## src/rtl/nam85_pkg.sv

```systemverilog
// Shared constants and types for the display output path.
// Default geometry here matches the original single 8-bit display latch widened to four channels.
package nam85_pkg;

  localparam int BUS_W       = 16;
  localparam int DATA_W_DEF  = 8;
  localparam int N_CH_DEF    = 4;
  localparam int DEPTH_DEF   = 8;
  localparam int CH_W_DEF    = (N_CH_DEF > 1) ? $clog2(N_CH_DEF) : 1;

  // Bit of the controller word that carries the display strobe.
  localparam int DISPLAY_BIT = 9;

  typedef struct packed {
    logic [CH_W_DEF-1:0]   ch;
    logic [DATA_W_DEF-1:0] data;
  } display_entry_t;

endpackage

```

## src/rtl/display_port_sync_fifo.sv

```systemverilog
// Generic synchronous FIFO; head is mem[rd_ptr], no bypass.
// Latency: a push is visible at the head one cycle later.
// Backpressure: caller must not push when full (unless popping) nor pop when empty.
module sync_fifo #(
  parameter int WIDTH = 10,
  parameter int DEPTH = 8,
  localparam int PTR_W = $clog2(DEPTH)
) (
  input  logic             clk_out,
  input  logic             rst,
  input  logic             push,
  input  logic             pop,
  input  logic [WIDTH-1:0] wr_dat,
  output logic [WIDTH-1:0] rd_dat,
  output logic [PTR_W:0]   count,
  output logic             full,
  output logic             empty
);

  logic [WIDTH-1:0] mem [DEPTH];
  logic [PTR_W-1:0] wr_ptr;
  logic [PTR_W-1:0] rd_ptr;

  // Storage is reset too so the head reads 0 out of reset and after a mid-run reset.
  always_ff @(posedge clk_out or posedge rst) begin
    if (rst) begin
      for (int i = 0; i < DEPTH; i++) mem[i] <= '0;
    end else if (push) begin
      mem[wr_ptr] <= wr_dat;
    end
  end

  // DEPTH is a power of two, so the pointers wrap naturally.
  always_ff @(posedge clk_out or posedge rst) begin
    if (rst) begin
      wr_ptr <= '0;
      rd_ptr <= '0;
      count  <= '0;
    end else begin
      if (push) wr_ptr <= wr_ptr + 1'b1;
      if (pop)  rd_ptr <= rd_ptr + 1'b1;
      case ({push, pop})
        2'b10:   count <= count + 1'b1;
        2'b01:   count <= count - 1'b1;
        default: count <= count;
      endcase
    end
  end

  assign rd_dat = mem[rd_ptr];
  assign full   = (count == (PTR_W+1)'(DEPTH));
  assign empty  = (count == '0);

endmodule

```

## src/rtl/display_port.sv

```systemverilog
// Captures bus values on the display strobe into a {channel,data} FIFO plus per-channel shadows.
// Latency: one cycle from strobe to out_valid; shadows update on the same edge as the push.
// Backpressure: full captures are dropped (sticky overflow); with DISPLAY_PORT_BACKPRESSURE_EN, hlt_req stalls the CPU instead.
module display_port
  import nam85_pkg::*;
#(
  parameter int DATA_W = DATA_W_DEF,
  parameter int N_CH   = N_CH_DEF,
  parameter int DEPTH  = DEPTH_DEF,
  localparam int CH_W  = (N_CH > 1) ? $clog2(N_CH) : 1,
  localparam int PTR_W = $clog2(DEPTH)
) (
  input  logic              clk_out,
  input  logic              rst,
  input  logic              display,
  input  logic [CH_W-1:0]   ch_sel,
  input  logic [DATA_W-1:0] data_in,
  output logic              out_valid,
  input  logic              out_ready,
  output logic [DATA_W-1:0] out_data,
  output logic [CH_W-1:0]   out_ch,
  output logic [PTR_W:0]    count,
  output logic              full,
  output logic              empty,
  output logic              overflow,
  input  logic              overflow_clr,
  input  logic [CH_W-1:0]   shadow_sel,
  output logic [DATA_W-1:0] shadow_out,
  output logic              hlt_req
);

  typedef struct packed {
    logic [CH_W-1:0]   ch;
    logic [DATA_W-1:0] data;
  } entry_t;

  entry_t            wr_entry;
  entry_t            head;
  logic              pop;
  logic              push_ok;
  logic              drop;
  logic [DATA_W-1:0] shadow [N_CH];

  assign pop      = out_valid & out_ready;
  assign push_ok  = display & (~full | pop);
  assign drop     = display & full & ~pop;
  assign wr_entry = '{ch: ch_sel, data: data_in};

  sync_fifo #(
    .WIDTH (CH_W + DATA_W),
    .DEPTH (DEPTH)
  ) u_fifo (
    .clk_out (clk_out),
    .rst     (rst),
    .push    (push_ok),
    .pop     (pop),
    .wr_dat  (wr_entry),
    .rd_dat  (head),
    .count   (count),
    .full    (full),
    .empty   (empty)
  );

  assign out_valid = ~empty;
  assign out_data  = head.data;
  assign out_ch    = head.ch;

  // A drop in the same cycle as a clear wins, so no lost capture goes unreported.
  always_ff @(posedge clk_out or posedge rst) begin
    if (rst) begin
      overflow <= 1'b0;
    end else if (drop) begin
      overflow <= 1'b1;
    end else if (overflow_clr) begin
      overflow <= 1'b0;
    end
  end

  // Out-of-range channel numbers still go through the FIFO but match no shadow.
  always_ff @(posedge clk_out or posedge rst) begin
    if (rst) begin
      for (int i = 0; i < N_CH; i++) shadow[i] <= '0;
    end else begin
      for (int i = 0; i < N_CH; i++) begin
        if (push_ok && (ch_sel == CH_W'(i))) shadow[i] <= data_in;
      end
    end
  end

  always_comb begin
    shadow_out = '0;
    for (int i = 0; i < N_CH; i++) begin
      if (shadow_sel == CH_W'(i)) shadow_out = shadow[i];
    end
  end

`ifdef DISPLAY_PORT_BACKPRESSURE_EN
  assign hlt_req = full & ~pop;
`else
  assign hlt_req = 1'b0;
`endif

endmodule
```

## config.mk

```make
export PLATFORM = sky130hd
export DESIGN_NAME = display_port
export DESIGN_NICKNAME = d
export VERILOG_FILES = /design/src/rtl/nam85_pkg.sv /design/src/rtl/display_port_sync_fifo.sv /design/src/rtl/display_port.sv
export SDC_FILE = /design/constraint.sdc
export NUM_CORES = 1
export LEC_CHECK = 0
export BUFFER_PORTS_ARGS = -buffer_cell sky130_fd_sc_hd__buf_4
export CORE_MARGIN = 10
export CORE_UTILIZATION = 60
export DETAILED_ROUTE_END_ITERATION = 16
export PLACE_DENSITY = 0.8
export SLEW_MARGIN = 20
export SYNTH_ARGS = -nofsm -noshare
export SYNTH_HDL_FRONTEND = slang
export SYNTH_SLANG_ARGS = --single-unit
```

## constraint.sdc

```tcl
create_clock -name clk_out -period 6 [get_ports clk_out]
set_input_delay 1.2 -clock clk_out [delete_from_list [all_inputs] [get_ports clk_out]]
set_output_delay 1.2 -clock clk_out [all_outputs]
set_load 0.05 [all_outputs]
```

==> results of run 1 <==
critical path: stages, from the launching register on:
cell and delay [ns]:
dfrtp_1 1.00, mux4_2 0.43, mux2_2 0.30, buf_4 0.19
flip-flops by register name, summed over array words and instances (netlist names):
register,count
u_fifo.mem,80
shadow,32
u_fifo.count,4
u_fifo.rd_ptr,3
u_fifo.wr_ptr,3
overflow,1
layer usage:
layer  GRT usage [%]  share of wire, %  up-vias
met5               0                 0        -
met3            5.86               3.5       11
met1            20.9                44     1647
li1                -                 -     1387
met4            5.04              0.90        0
met2            28.7                51       45
stage by stage:
step / total power (µW) / utilization, % / cells / hold WS, ns / setup slack [ns]
2_1_floorplan: 2830 / - / 358 / 0.459 / 1.53
3_3_place_gp: 3170 / 64.2 / 505 / 0.469 / 2.71
3_5_place_dp: 3230 / 64.2 / 505 / 0.480 / 2.68
4_1_cts: 4360 / 70.9 / 537 / 0.493 / 2.29
5_1_grt: 4530 / 70.9 / 537 / 0.509 / 2.24
6_report: 4320 / 70.9 / 537 / 0.486 / 2.34
worst max path at each step:
stage / end / cells after the start / from / slack [ns]
final: out_data[7] / 3 / u_fifo.rd_ptr[1]$_DFFE_PP0P_ / 2.34
after floorplan: overflow$_DFFE_PP0P_ / 1 / rst / 1.53
after global placement: shadow_out[1] / 3 / shadow_sel[1] / 2.71
after global routing: out_data[7] / 3 / u_fifo.rd_ptr[1]$_DFFE_PP0P_ / 2.24
after CTS: out_data[7] / 3 / u_fifo.rd_ptr[1]$_DFFE_PP0P_ / 2.29
after detailed placement: shadow_out[0] / 3 / shadow_sel[1] / 2.68
power by group through the flow:
stage	Clock (µW)	Combinational, µW	Sequential [µW]
finish	1100	1740	1480
global route	1160	1840	1530
CTS	1110	1770	1480
detailed placement	0	1750	1480
global placement	0	1710	1450
floorplan	0	1440	1390
cell usage after synthesis (all sizes together) (2+ instances only):
library cell / number
xnor2: 5
nand3b: 4
nor2: 2
ha: 5
or4b: 3
buf: 16
mux2: 124
xor2: 4
mux4: 28
clkbuf: 14
nand2: 5
nand3: 3
nand4b: 3
inv: 6
dfrtp: 123
cell usage in the layout (no fill, tap or decap), drive strengths merged, types with 2 or more instances in the layout:
master	n
mux2	124
dfrtp	123
buf	44
mux4	28
clkbuf	23
inv	7
xnor2	5
nand2	5
ha	5
xor2	4
bufinv	4
nand3b	4
or4b	3
nand3	3
nand4b	3
nor2	2
clkinvlp	2
clkinv	2
area by class of cell:
class | count | area (µm²) | share of cell area, %
Clock buffer | 23 | 487 | 7.12
Clock inverter | 9 | 158 | 2.31
Inverter | 6 | 27.5 | 0.403
Multi-Input combinational cell | 199 | 2590 | 37.9
Sequential cell | 123 | 3080 | 45.0
Tap cell | 133 | 166 | 2.43
Timing Repair Buffer | 44 | 330 | 4.83
logic make-up after synthesis:
family | Yosys count | synth area share [%]
mux | 152 | 36.4
flops | 123 | 52.4
buf+inv | 36 | 3.56
simple gates | 28 | 4.54
xor+xnor | 9 | 1.34
fa+ha+maj | 5 | 1.06
compound gates | 4 | 0.639
other cells | 1 | 0.0638
==> out/results.txt, run 1 <==
Outcome -> finished clean
Total GRT Usage -> 17.3%
Top_reg_cell synth -> dfrtp_1
Grt ovf -> 0
Post-synth cell types -> 43
Vias in the first global route -> 3469
Sequential share of the synthesized area -> 52.4%
Iter 0 DRT Violations -> 178
TNS Setup -> 0 ns
DR vias -> 3090
Final Hold Vio Count -> 0
Total wire length -> 11500 µm
DP HPWL -> 7190 µm
Die area -> 0.0142 mm²
# nets final -> 413
Worst R2R Start -> u_fifo.count[1]$_DFFE_PP0P_
Unrepaired setup endpoints after global routing -> no
Initial antenna violation count -> 0
Critical R2R Capture -> u_fifo.count[2]$_DFFE_PP0P_
Tmin final -> 3.66 ns
FF+latch count, synth -> 123
Syn Area/Cell -> 16.4 µm²
Post-Synthesis Cell Area -> 0.00588 mm²
Switching Share -> 34.8%
Hold Buf Count CTS -> 0
Postcts setup bufs -> 0
Gpl congestion -> 0.708
Final-layout fill cell count -> 649
Drt pass-1 iters -> 4
Endpoint, Worst Hold -> u_fifo.mem[29]$_DFFE_PP0P_
DR DRC count -> 0
R2r worst-path depth -> 10
FFs w/ async S/R, synth -> 100%
CP arrival -> 2.46 ns
Global-route wire length before repair -> 19000 µm
Startpoint types -> register
Post-synth EDFFs -> 0
Synth area leaders -> dfrtp_1, mux2_2, mux4_2
Finished Cell Area -> 0.00684 mm²
Clock Tree Buf Depth -> 2
Critical Setup Path Class -> reg -> out
Worst-margin pin slew -> 1.00 ns
Skew-Pair Late Insertion Delay -> 0.53 ns
Layout cell share with drive strength beyond 1 -> 56.4%
Combinational power share -> 40.3%
CP Capture Type -> output port
CP required -> 4.80 ns
CTS tree -> yes
DRT antenna net count -> 0
Synth-to-layout area growth -> 16.3%
Diodes inserted -> 0
R2r setup slk -> 3.33 ns
Sw power -> 1500 µW
Cells after Synth -> 358
PortBufs -> 42
Pwr Density -> 632 mW/mm²
Post-CTS resize count -> 0
Post-DP Area -> 0.00619 mm²
Part of the cycle the worst path needs -> 61.0%
Root Driver -> clkbuf_8
F_max -> 273 MHz
Fin. max-slew vios -> 0
Reg power frac -> 34.3%
Crit Path Max Fanout -> 22
Yosys top cell area share -> 52.4%
Static leakage -> 0.00309 µW
Min-Delay Path Class -> reg -> reg
Die height -> 119 µm
IO Count -> 44
Relative slew slack -> 33.2%
Area leader, netlist -> dfrtp_1
Clk network pwr share -> 25.4%
CORE AREA -> 0.00964 mm²
FP Rows -> 36
TritonCTS buffer count -> 17
Avg WL per Cell -> 21.5 µm
Via density -> 5.75
Worst Hold Path Cells -> 1
Net Count, Synth -> 380
Hold Crit Start -> u_fifo.mem[29]$_DFFE_PP0P_
Maximum VDD drop -> 0.000336 V
Ys Warns -> 0
Internal power -> 2820 µW
CTS Sinks -> 123
Initial Util -> 61.0%
Htree depth -> 4
Max-cap check violation count -> 0
Clock transition at path regs -> 0.06 ns
Final Skew -> 0.00763 ns
DIE WIDTH -> 119 µm
Pin count of the biggest net entering global routing -> 78
Final setup viols -> 0
(Power assumes the default switching activity.)
==> run 2: changes to the inputs <==
--- a/config.mk
+++ b/config.mk
@@ -5,6 +5,7 @@
 export SDC_FILE = /design/constraint.sdc
 export NUM_CORES = 1
 export LEC_CHECK = 0
+export ABC_AREA = 1
 export BUFFER_PORTS_ARGS = -buffer_cell sky130_fd_sc_hd__buf_4
 export CORE_MARGIN = 10
 export CORE_UTILIZATION = 60
==> constraint.sdc (replaced) <==
create_clock -name clk_out -period 3.8 [get_ports clk_out]
set_input_delay 0.76 -clock clk_out [delete_from_list [all_inputs] [get_ports clk_out]]
set_output_delay 0.76 -clock clk_out [all_outputs]
set_load 0.05 [all_outputs]
==> run 2 against run 1 <==
First-iteration DRC count rose to 3.4 times the previous value. Total power grew 53%. Count of clock-buffer cells in the layout decreased by 1. Clock skew is 0.00098 ns lower. Register-to-register slack worse by 1.8 ns. Clock power rose by 60%. Combinational power increased by 52%. Global-route usage increased by 3.4 points. Highest routed layer unchanged. Critical path type unchanged.
==> out/results.txt, run 2 <==
Initial Util -> 62.4% (was 61.0%)
# nets final -> 732 (was 413)
Synth-to-layout area growth -> 15.2% (was 16.3%)
Maximum VDD drop -> 0.000634 V (was 0.000336 V)
Global-route wire length before repair -> 24000 µm (was 19000 µm)
Max FFs per register -> 80 (unchanged)
Startpoint types -> register (unchanged)
TNS Setup -> 0 ns (unchanged)
Final setup viols -> 0 (unchanged)
Max-cap check violation count -> 0 (unchanged)
Dpl cells -> 819 (was 505)
Internal power -> 3840 µW (was 2820 µW)
Layout cell share with drive strength beyond 1 -> 14.7% (was 56.4%)
IO Count -> 44 (unchanged)
F_max -> 313 MHz
Tmin final -> 3.20 ns
Reg power frac -> 33.3% (was 34.3%)
Tot Pwr -> 6590 µW (was 4320 µW)
Net Count, Synth -> 708 (was 380)
Iter 0 DRT Violations -> 599 (was 178)
Skew-Pair Late Insertion Delay -> 0.51 ns (was 0.53 ns)
Most common cell in the netlist -> nand2_1 (was dfrtp_1)
Vias in the first global route -> 4845 (was 3469)
FP Rows -> 35 (was 36)
Crit path cell chain -> inv_1 > buf_4 > nor2_1 > o21ai_0 > nand2_1 > nand2_1 > buf_4 (was mux4_2 > mux2_2 > buf_4)
Critical Setup Path Class -> reg -> out (unchanged)
Pin count of the biggest net entering global routing -> 53 (was 78)
FF+latch count, synth -> 123 (unchanged)
Drt pass-1 iters -> 5 (was 4)
DR vias -> 4806 (was 3090)
Avg WL per Cell -> 16.7 µm (was 21.5 µm)
Hold Buf Count CTS -> 0 (unchanged)
Commonest non-fill, non-tap cell in the layout -> nand2_1 (was dfrtp_1)
Critical R2R Capture -> u_fifo.count[2]$_DFFE_PP0P_ (unchanged)
Most frequent cells in the layout -> nand2_1, dfrtp_1, o21ai_0, o21ai_1, nor2_1 (was dfrtp_1, mux2_2, buf_4, mux2_4, mux4_2)
Biggest register -> u_fifo.mem (unchanged)
Area leader, netlist -> dfrtp_1 (unchanged)
Clock transition at path regs -> 0.06 ns (about the same)
DP Worst Slack -> 1.15 ns (was 2.68 ns)
Grt ovf -> 0 (unchanged)
Gpl congestion -> 0.912 (was 0.708)
Relative slew slack -> 46.7% (was 33.2%)
Worst Setup SP -> u_fifo.rd_ptr[0]$_DFFE_PP0P_ (was u_fifo.rd_ptr[1]$_DFFE_PP0P_)
Final-layout fill cell count -> 732 (was 649)
DRT antenna net count -> 0 (unchanged)
Largest regs -> u_fifo.mem (80), shadow (32), u_fifo.count (4) (unchanged)
Final Skew -> 0.00665 ns (was 0.00763 ns)
PortBufs -> 42 (unchanged)
Total wire length -> 14200 µm (was 11500 µm)
CP Capture Type -> output port (unchanged)
Syn Area/Cell -> 8.48 µm² (was 16.4 µm²)
Post-Synthesis Cell Area -> 0.00582 mm² (was 0.00588 mm²)
Die height -> 118 µm (was 119 µm)
Setup slack after layout -> 0.603 ns (was 2.34 ns)
Post-synth cell types -> 28 (was 43)
Clock Tree Buf Depth -> 2 (unchanged)
Worst R2R Start -> u_fifo.count[1]$_DFFE_PP0P_ (unchanged)
Switching Share -> 41.7% (was 34.8%)
Pwr Density -> 983 mW/mm² (was 632 mW/mm²)
Synth area leaders -> dfrtp_1, nand2_1, o21ai_0 (was dfrtp_1, mux2_2, mux4_2)
Die area -> 0.0140 mm² (was 0.0142 mm²)
Combinational power share -> 40.0% (was 40.3%)
Post-synth top cells -> nand2_1, dfrtp_1, o21ai_0 (was dfrtp_1, mux2_2, mux2_4)
Root Driver -> clkbuf_8 (unchanged)
Unrepaired setup endpoints after global routing -> no (unchanged)
Sequential share of the synthesized area -> 52.9% (was 52.4%)
Finished Layout Cells -> 852 (was 537)
Crit Path Max Fanout -> 25 (was 22)
Top_reg_cell synth -> dfrtp_1 (unchanged)
Diodes inserted -> 0 (unchanged)
CP required -> 3.04 ns (was 4.80 ns)
Worst-margin pin slew -> 0.798 ns (was 1.00 ns)
Clk network pwr share -> 26.7% (was 25.4%)
DP HPWL -> 8930 µm (was 7190 µm)
Crit-path max cell delay -> 0.59 ns (was 1.00 ns)
Buf+Inv Stages, Crit Path -> 3 (was 1)
R2r worst-path depth -> 12 (was 10)
Part of the cycle the worst path needs -> 84.1%
CTS Sinks -> 123 (unchanged)
CORE AREA -> 0.00933 mm² (was 0.00964 mm²)
DR DRC count -> 0 (unchanged)
Slowest cell on crit path -> inv_1 (was dfrtp_1)
Cell family with most CP delay -> buffers and inverters (was flip-flops)
Initial antenna violation count -> 0 (unchanged)
Final Hold Vio Count -> 0 (unchanged)
Static leakage -> 0.00327 µW (was 0.00309 µW)
CTS tree -> yes (unchanged)
Sw power -> 2750 µW (was 1500 µW)
TritonCTS buffer count -> 17 (unchanged)
Min-Delay Path Class -> in -> async (was reg -> reg)
Post-CTS resize count -> 0 (unchanged)
Via density -> 5.64 (was 5.75)
Fin. max-slew vios -> 0 (unchanged)
Outcome -> finished clean (unchanged)
Yosys top cell area share -> 52.9% (was 52.4%)
CP arrival -> 2.44 ns (was 2.46 ns)
Cells after Synth -> 686 (was 358)
Total GRT Usage -> 20.7% (was 17.3%)
Post-synth EDFFs -> 0 (unchanged)
R2r setup slk -> 1.57 ns (was 3.33 ns)
FFs w/ async S/R, synth -> 100% (unchanged)
Htree depth -> 4 (unchanged)
Postcts setup bufs -> 0 (unchanged)
Ys Warns -> 0 (unchanged)
DIE WIDTH -> 118 µm (was 119 µm)
==> run 2: final cells by class <==
cell class	count	area, µm²	share of cell area (%)
multi-input combinational	489	2300	34.3
inverter	30	124	1.85
tap	129	161	2.41
clock buffer	22	463	6.90
timing repair buffer	49	393	5.86
sequential	123	3080	45.9
clock inverter	10	188	2.80
==> run 2: power groups by stage <==
stage | Clock [µW] | Combinational, µW | Sequential (µW)
after global routing | 1840 | 2940 | 2240
after CTS | 1770 | 2650 | 2180
final | 1760 | 2640 | 2190
after floorplan | 0 | 1960 | 2160
after global placement | 0 | 2540 | 2160
after detailed placement | 0 | 2610 | 2190
==> run 2: how the worst max path moves through the flow <==
stage                     to  slack [ns]  cells after the start
3_5_place_dp   shadow_out[6]        1.15                      6
2_1_floorplan           full        0.63                      2
5_1_grt          out_data[6]        0.49                      7
3_3_place_gp   shadow_out[6]        1.19                      6
4_1_cts          out_data[6]        0.61                      7
6_report         out_data[6]        0.60                      7
==> run 2: per-stage QoR <==
step | hold slack, ns | utilization [%] | instance area [µm²]
floorplan | 0.450 | - | 5820
global placement | 0.459 | 64.7 | 6040
detailed placement | 0.464 | 64.7 | 6040
CTS | 0.428 | 71.7 | 6690
global route | 0.215 | 71.9 | 6710
finish | 0.213 | 71.9 | 6710
==> run 2: kinds of logic after synthesis <==
| group | share of synthesized area [%] |
|---|---|
| compound gates | 15.8 |
| xor+xnor | 1.05 |
| fa+ha+maj | 1.07 |
| buf+inv | 7.59 |
| flops | 52.9 |
| other cells | 0.0644 |
| simple gates | 21.5 |
==> run 2: layer usage <==
layer | vias to the layer above | part of all wire [%] | track usage, %
li1 | 2287 | - | -
met1 | 2320 | 43 | 26.0
met2 | 182 | 50 | 34.9
met3 | 17 | 6.6 | 5.57
met4 | 0 | 0.91 | 4.58
met5 | - | 0 | 0
==> run 3: changes to the inputs <==
==> constraint.sdc (replaced) <==
create_clock -name clk_out -period 3.3 [get_ports clk_out]
set_input_delay 0.66 -clock clk_out [delete_from_list [all_inputs] [get_ports clk_out]]
set_output_delay 0.66 -clock clk_out [all_outputs]
set_load 0.05 [all_outputs]
==> run 3 against run 2 <==
Worst setup slack got worse by 0.051 ns. Global-route usage rose by 0.53 points. Via count rose by 0.89%. Wire length rose by 4.0%. Clock skew barely moved. Non-clock buffer count is 1 lower. Final cell count fell by 0.23%. Highest routed layer unchanged. Total power increased by 12%.
==> out/results.txt, run 3 (same netlist as run 2, synthesis figures left out) <==
Final-layout fill cell count -> 736 (was 732)
Iter 0 DRT Violations -> 479 (was 599)
CTS Sinks -> 123 (unchanged)
Maximum VDD drop -> 0.000609 V (was 0.000634 V)
Relative slew slack -> 38.0% (was 46.7%)
Final Skew -> 0.00683 ns (was 0.00665 ns)
Initial antenna violation count -> 0 (unchanged)
DR vias -> 4849 (was 4806)
Final Hold Vio Count -> 0 (unchanged)
Avg WL per Cell -> 17.4 µm (was 16.7 µm)
Internal power -> 4130 µW (was 3840 µW)
CTS tree -> yes (unchanged)
Diodes inserted -> 0 (unchanged)
Worst R2R Start -> u_fifo.count[1]$_DFFE_PP0P_ (unchanged)
Commonest non-fill, non-tap cell in the layout -> nand2_1 (unchanged)
Fin util -> 70.8% (was 71.9%)
Most frequent cells in the layout -> nand2_1, dfrtp_1, o21ai_0, o21ai_1, nor2_1 (unchanged)
Clk network pwr share -> 24.2% (was 26.7%)
# nets final -> 731 (was 732)
DIE WIDTH -> 118 µm (unchanged)
Initial Util -> 62.4% (unchanged)
Fin. max-slew vios -> 0 (unchanged)
Layout cell share with drive strength beyond 1 -> 14.7% (about the same)
Clock transition at path regs -> 0.06 ns (about the same)
Crit Path Max Fanout -> 41 (was 25)
Pin count of the biggest net entering global routing -> 64 (was 53)
Largest regs -> u_fifo.mem (80), shadow (32), u_fifo.count (4) (unchanged)
Die height -> 118 µm (unchanged)
Htree depth -> 4 (unchanged)
Sw power -> 3230 µW (was 2750 µW)
Drt pass-1 iters -> 8 (was 5)
Combinational power share -> 42.1% (was 40.0%)
Worst Setup SP -> u_fifo.rd_ptr[0]$_DFFE_PP0P_ (unchanged)
Synth-to-layout area growth -> 13.4% (was 15.2%)
Part of the cycle the worst path needs -> 83.3%
Via density -> 5.70 (was 5.64)
Final setup viols -> 0 (unchanged)
Crit-path max cell delay -> 0.39 ns (was 0.59 ns)
Setup slack after layout -> 0.551 ns (was 0.603 ns)
TritonCTS buffer count -> 17 (unchanged)
DRT antenna net count -> 0 (unchanged)
PortBufs -> 42 (unchanged)
Unrepaired setup endpoints after global routing -> no (unchanged)
Switching Share -> 43.9% (was 41.7%)
Clock Tree Buf Depth -> 2 (unchanged)
Global-route wire length before repair -> 24500 µm (was 24000 µm)
Finished Layout Cells -> 850 (was 852)
Max-cap check violation count -> 0 (unchanged)
Max FFs per register -> 80 (unchanged)
Startpoint types -> register (unchanged)
DR DRC count -> 0 (unchanged)
Gpl congestion -> 0.835 (was 0.912)
Pwr Density -> 1120 mW/mm² (was 983 mW/mm²)
F_max -> 364 MHz
CORE AREA -> 0.00933 mm² (unchanged)
Static leakage -> 0.00321 µW (was 0.00327 µW)
Reg power frac -> 33.7% (was 33.3%)
Dpl cells -> 819 (unchanged)
Skew-Pair Late Insertion Delay -> 0.53 ns (was 0.51 ns)
DP Worst Slack -> 0.834 ns (was 1.15 ns)
IO Count -> 44 (unchanged)
TNS Setup -> 0 ns (unchanged)
Postcts setup bufs -> 0 (unchanged)
Crit path cell chain -> buf_4 > o21ai_0 > o21ai_0 > nand2_1 > nand2_1 > buf_4 (was inv_1 > buf_4 > nor2_1 > o21ai_0 > nand2_1 > nand2_1 > buf_4)
Hold Buf Count CTS -> 0 (unchanged)
Tmin final -> 2.75 ns
Biggest register -> u_fifo.mem (unchanged)
Min-Delay Path Class -> in -> async (unchanged)
CP required -> 2.64 ns (was 3.04 ns)
Vias in the first global route -> 4879 (was 4845)
Slowest cell on crit path -> buf_4 (was inv_1)
Critical Setup Path Class -> reg -> out (unchanged)
Root Driver -> clkbuf_8 (unchanged)
Post-CTS resize count -> 0 (unchanged)
Die area -> 0.0140 mm² (unchanged)
CP Capture Type -> output port (unchanged)
DP HPWL -> 8770 µm (was 8930 µm)
Outcome -> finished clean (unchanged)
Total GRT Usage -> 21.2% (was 20.7%)
FP Rows -> 35 (unchanged)
Worst-margin pin slew -> 0.928 ns (was 0.798 ns)
CP arrival -> 2.09 ns (was 2.44 ns)
Total wire length -> 14800 µm (was 14200 µm)
Grt ovf -> 0 (unchanged)
Tot Pwr -> 7360 µW (was 6590 µW)
==> run 3: changes by cell type in the layout (fill, tap and decap cells not counted), sizes merged <==
cell,previous run,this run
clkbuf,22,17
clkinv,4,9
bufinv,5,2
buf,49,48
clkinvlp,3,4
inv,28,29
==> run 3: stage by stage <==
stage | hold WS [ns] | cell area, µm²
global placement | 0.459 | 6040
global route | 0.352 | 6600
floorplan | 0.450 | 5820
CTS | 0.330 | 6600
finish | 0.326 | 6600
detailed placement | 0.464 | 6040
==> run 3: critical path: cells and delay by family, from the launching register on <==
kind	cells	cell delay, ns
AOI/OAI and AO/OA	2	0.37
and+or+nand+nor	2	0.23
buffers and inverters	2	0.61
DFF	1	0.34
==> run 3: path summary, 6_finish.rpt <==
kind | endpoint | cells after the start | slack, ns
worst max register to register | u_fifo.count[2]$_DFFE_PP0P_ | 12 | 0.97
worst min-delay path | u_fifo.mem[39]$_DFFE_PP0P_ | 2 | 0.33
worst min register to register | u_fifo.mem[50]$_DFFE_PP0P_ | 2 | 0.48
min in group clk_out | overflow$_DFFE_PP0P_ | 2 | 0.33
worst max-delay path | out_data[6] | 6 | 0.55
max in group asynchronous | shadow[22]$_DFFE_PP0P_ | 3 | 2.17
==> run 3: power groups by stage <==
stage               clock [µW]  combinational, µW  sequential, µW
detailed placement           0               3050            2470
floorplan                    0               2260            2480
finish                    1780               3100            2480
global placement             0               2970            2450
global route              1860               3410            2550
CTS                       1790               3110            2470
==> run 3: area by class of cell <==
class                           instances  area, µm²  share of cell area, %
Clock buffer                           17        414                   6.27
Timing Repair Buffer                   48        373                   5.65
Multi-Input combinational cell        489       2300                   34.9
Tap cell                              129        161                   2.45
Sequential cell                       123       3080                   46.6
Inverter                               30        124                   1.88
Clock inverter                         14        150                   2.27
==> run 3: metal layers <==
| metal | vias to the layer above | global-route usage (%) | wire length (µm) |
|---|---|---|---|
| met4 | 0 | 7.10 | 290 |
| met3 | 31 | 4.85 | 969 |
| met2 | 200 | 35.0 | 7280 |
| li1 | 2287 | - | - |
| met5 | - | 0 | 0 |
| met1 | 2331 | 27.0 | 6240 |
